**config.mk**
```make
export PLATFORM = sky130hd
export DESIGN_NAME = dmem_arbiter
export DESIGN_NICKNAME = d
export VERILOG_FILES = /design/src/rtl/dmem_arbiter.sv
export SDC_FILE = /design/constraint.sdc
export NUM_CORES = 1
export LEC_CHECK = 0
export BUFFER_PORTS_ARGS = -buffer_cell sky130_fd_sc_hd__buf_2
export CAP_MARGIN = 30
export CELL_PAD_IN_SITES_DETAIL_PLACEMENT = 1
export CELL_PAD_IN_SITES_GLOBAL_PLACEMENT = 1
export CORE_AREA = 2 2 122 124
export DETAILED_ROUTE_END_ITERATION = 6
export DIE_AREA = 0 0 124 126
export HOLD_SLACK_MARGIN = 0.05
export PLACE_DENSITY = 0.7
export RECOVER_POWER = 50
export REMOVE_ABC_BUFFERS = 1
export SYNTH_ARGS = -nofsm -noshare
export SYNTH_HDL_FRONTEND = slang
export SYNTH_SLANG_ARGS = --single-unit
```
**constraint.sdc**
```tcl
create_clock -name clk -period 3 [get_ports clk]
set_input_delay 0.75 -clock clk [delete_from_list [all_inputs] [get_ports clk]]
set_output_delay 0.75 -clock clk [all_outputs]
set_load 0.01 [all_outputs]
```
**src/rtl/dmem_arbiter.sv**
```systemverilog
// dmem_arbiter: shares one data-memory port between the CPU (m0) and a debug/DMA requester (m1).
//   clk, rst             : clock, synchronous active-high reset
//   m0_ce/we/addr/wdata/sel -> m0_rdata, m0_stall : CPU data port; stalled when not granted
//   m1_req/we/addr/wdata/sel -> m1_gnt, m1_rvalid, m1_rdata : secondary requester, registered read return
//   mem_ce/we/addr/wdata/sel, mem_rdata : shared memory port (async read, write on clk edge)
//   The CPU normally wins. After STARVE_MAX denied m1 cycles, m1 gets up to BURST_MAX back-to-back grants.
module dmem_arbiter #(
    parameter int STARVE_MAX = 4,
    parameter int BURST_MAX  = 2
) (
    input  logic        clk,
    input  logic        rst,
    input  logic        m0_ce,
    input  logic        m0_we,
    input  logic [31:0] m0_addr,
    input  logic [31:0] m0_wdata,
    input  logic [3:0]  m0_sel,
    output logic [31:0] m0_rdata,
    output logic        m0_stall,
    input  logic        m1_req,
    input  logic        m1_we,
    input  logic [31:0] m1_addr,
    input  logic [31:0] m1_wdata,
    input  logic [3:0]  m1_sel,
    output logic        m1_gnt,
    output logic        m1_rvalid,
    output logic [31:0] m1_rdata,
    output logic        mem_ce,
    output logic        mem_we,
    output logic [31:0] mem_addr,
    output logic [31:0] mem_wdata,
    output logic [3:0]  mem_sel,
    input  logic [31:0] mem_rdata
);
    typedef enum logic {S_M0, S_M1} state_t;
    localparam logic [2:0] LP_STARVE = 3'(STARVE_MAX);
    localparam logic [2:0] LP_BURST  = 3'(BURST_MAX);
    state_t      r_state, w_state_nxt;
    logic [2:0]  r_starve, r_burst, w_starve_nxt, w_burst_nxt;
    logic        r_rvalid;
    logic [31:0] r_rdata;
    logic        w_g0, w_g1;
    // At most one of w_g0/w_g1 can be high; both are held low during reset.
    assign w_g0 = ~rst & m0_ce & (r_state == S_M0 | ~m1_req);
    assign w_g1 = ~rst & m1_req & (r_state == S_M1 | ~m0_ce);
    assign mem_ce    = w_g0 | w_g1;
    assign mem_we    = w_g0 ? m0_we    : w_g1 ? m1_we    : 1'b0;
    assign mem_addr  = w_g0 ? m0_addr  : w_g1 ? m1_addr  : 32'h0;
    assign mem_wdata = w_g0 ? m0_wdata : w_g1 ? m1_wdata : 32'h0;
    assign mem_sel   = w_g0 ? m0_sel   : w_g1 ? m1_sel   : 4'h0;
    assign m0_rdata  = mem_rdata;
    assign m0_stall  = ~rst & m0_ce & ~w_g0;
    assign m1_gnt    = w_g1;
    // The read return is forced quiet while reset is held, even if it was captured the edge before.
    assign m1_rvalid = r_rvalid & ~rst;
    assign m1_rdata  = rst ? 32'h0 : r_rdata;
    always_comb begin
        w_state_nxt  = r_state;
        w_burst_nxt  = r_burst;
        w_starve_nxt = w_g1 ? 3'd0 : (m1_req && r_starve != LP_STARVE) ? r_starve + 3'd1 : r_starve;
        if (r_state == S_M0) begin
            // Saturated counter still switches, so a request that vanished inside S_M1 is not lost.
            if (m1_req && !w_g1 && w_starve_nxt == LP_STARVE) begin
                w_state_nxt = S_M1;
                w_burst_nxt = 3'd0;
            end
        end else begin
            w_burst_nxt = (w_g1 && r_burst != LP_BURST) ? r_burst + 3'd1 : r_burst;
            if (!m1_req || w_burst_nxt == LP_BURST)
                w_state_nxt = S_M0;
        end
    end
    always_ff @(posedge clk) begin
        if (rst) begin
            r_state  <= S_M0;
            r_starve <= 3'd0;
            r_burst  <= 3'd0;
            r_rvalid <= 1'b0;
            r_rdata  <= 32'h0;
        end else begin
            r_state  <= w_state_nxt;
            r_starve <= w_starve_nxt;
            r_burst  <= w_burst_nxt;
            r_rvalid <= w_g1 & ~m1_we;
            if (w_g1 && !m1_we)
                r_rdata <= mem_rdata;
        end
    end
endmodule

```
==> results.cfg <==
[route]
drc_errors = 0
drtPass1Iterations = 4
drt_iter0_drc = 71
vias = 3266
vias_per_cell = 4.43
wl_mm = 12.5
wl_per_cell_um = 17.0
drt.antenna.violating_nets = 0

[placement]
port_buffers = 310
postPlaceCellArea_sq_um = 4240
dpl_worst_slack_ns = 0.253
dpl.hpwl_mm = 10.6
gp_congestion = 0.917

[yosys]
yosys.area_share.xor_xnor = 0.00320
ys_types = 34
synthSimpleGateAreaFrac = 0.145
ys_ff_latch = 40
syn_inst = 285
avgSynthCellArea_sq_um = 9.61
synth_compound_area_frac = 0.270
yosysSeqAreaShare = 0.292
synth_warnings = 0
synth_top_family_by_area = compound AO/OA/AOI/OAI gates
synth_mux_area_frac = 0.135
synth_area_sq_um = 2740
synthAdderAreaFrac = 0.0183

[worst_setup_path]
rr_worst_depth = 6
reg2reg_from = r_starve[0]
reg2reg_to = r_burst[1]
end_kind = output pin
crit_fanout = 74
cp.required_ns = 2.25
crit_arrival_ns = 2.04
crit_type = in -> out
start_kind = input pin
cp-endpoint = mem_addr[27]
cp-startpoint = rst
reg2reg_slack_ns = 0.44

[clock_network]
clock_sinks = 40
cts_max_path_buffers = 2
cts_buffers = 5
worstSkewPairLatency_ns = 0.28
h-tree-depth = 2
cts_tree = yes
cts_resized = 0
cts.root.buffer_cell = clkbuf_16
hold_buffers = 0
clkSlewWorstSetupHoldPaths_ns = 0.06
cts_setup_buffers = 0

[sta]
setup_viol = 0
relSlewSlack = 0.0517
min_period_over_period = 0.930
final_hold_viol_count = 0
holdWs_ns = 0.588
rsz0062_at_grt = no
fin_tns_setup_ns = 0
finClkSkew_ns = 0.00723
max_freq_mhz = 358
tightest_slew_ns = 1.39
drv_slew = 0
period_minus_slack_ns = 2.79
fin_ws_ns = 0.210

[floorplanning]
ioPinCount = 311
start_util = 0.191
die_area_sq_um = 15600
row_count = 44
die_y_um = 126
core_sq_um = 14300
die_x_um = 124

[global_route]
grt_use_total = 0.150
grt_max_degree = 75
overflow = 0
antenna_found_initial = 6
grt_pass1_vias = 3272
grt_first_pass_wirelength_mm = 17.9

[hold_path]
hold_path_class = reg -> reg

[pwr]
peakVddDrop_mv = 0.158
leakage_nw = 2.27
powerDensity_nw_per_um2 = 347

[status]
outcome = completed

[cells_and_area]
nets = 728
layout-drive-gt1-share = 0.566
syn_to_final_growth_pct = 56.6
fin_area_sq_um = 4290

[run]
maxCapViolCount = 0
-- worst min path at each step --
| stage | end | from | slack [ns] | cells past startpoint |
|---|---|---|---|---|
| 2_1_floorplan | r_burst[2] | r_burst[2] | 0.54 | 2 |
| 3_3_place_gp | r_burst[2] | r_burst[2] | 0.57 | 2 |
| 3_5_place_dp | r_burst[2] | r_burst[2] | 0.58 | 2 |
| 4_1_cts | r_starve[2] | r_starve[2] | 0.60 | 2 |
| 5_1_grt | r_starve[0] | r_starve[0] | 0.63 | 2 |
| 6_report | r_starve[2] | r_starve[2] | 0.59 | 2 |
-- synth_stat cells --
cell	count	area (sq um)
a22o_1	69	604
dfxtp_1	40	801
nor2b_1	36	225
buf_4	33	248
mux2_2	32	360
buf_2	14	70.1
clkbuf_1	9	33.8
nor2_1	8	30.0
nor3_1	6	30.0
inv_1	5	18.8
ha_1	4	50.1
nand2_1	3	11.3
nand3b_1	3	22.5
a21oi_1	2	10.0
nand2b_1	2	12.5
a2111oi_4	1	27.5
a211o_1	1	8.76
a211oi_2	1	12.5
a21boi_4	1	18.8
a2bb2oi_1	1	8.76
a32o_1	1	10.0
mux2i_1	1	10.0
nand2b_4	1	13.8
nor2b_4	1	13.8
nor3_4	1	16.3
nor4_1	1	6.26
o21ai_0	1	5.00
o221ai_1	1	8.76
o311ai_0	1	8.76
o311ai_1	1	8.76
o41ai_1	1	8.76
or3_1	1	6.26
or4b_1	1	10.0
xnor2_1	1	8.76
-- cells by family after synthesis --
group	after synthesis
compound gates	82
simple gates	64
buf+inv	61
flops	40
mux	33
fa+ha+maj	4
xor+xnor	1
-- area by class of cell --
cell class / instances / area [sq um]
multi-input cells: 184 / 1550
clock inverters: 3 / 18.8
clock buffers: 5 / 125
inverters: 5 / 18.8
flip-flops and latches: 40 / 801
well taps: 184 / 230
fillers: 1806 / 10000
repair buffers: 314 / 1540
diodes: 2 / 5.00
-- placed cells by master, fill, tap and decap left out, drive strengths merged, types with 2 or more instances in the layout --
master  instances
nand2           3
clkinv          3
ha              4
a22o           69
a21oi           2
clkbuf         53
nor2            8
o311ai          2
mux2           32
nand2b          3
dfxtp          40
diode           2
nor2b          37
buf           266
inv             5
nor3            7
nand3b          3
-- registers in the layout, summed over array words and instances, names as in the netlist --
register,cells
r_rvalid,1
r_rdata,32
r_state,1
r_burst,3
r_starve,3
-- power breakdown --
group / total [mW] / leakage, nW / switching (mW) / internal, mW
Clock: 0.511 / 0.0736 / 0.205 / 0.306
Combinational: 0.420 / 1.87 / 0.211 / 0.209
Sequential: 0.556 / 0.325 / 0.00614 / 0.550
-- critical path: stages --
cell	delay [ns]
buf_2	0.16
nand2b_4	0.17
nor2_1	0.19
buf_12	0.30
a22o_1	0.24
buf_2	0.15
-- metal layers --
layer  part of all wire  global-route usage
met1               0.37               0.152
met2               0.51               0.286
met3               0.11              0.0530
met4              0.013              0.0370
met5             0.0037                   0
-- per-stage QoR --
stage                     instances  total power, mW  utilization
after global routing            735             1.58        0.299
after global placement          727            0.996        0.296
after CTS                       735             1.53        0.306
after floorplan                 229            0.732            -
final                           737             1.49        0.300
after detailed placement        727             1.01        0.296
No activity file was read; power rests on OpenSTA's default activity.
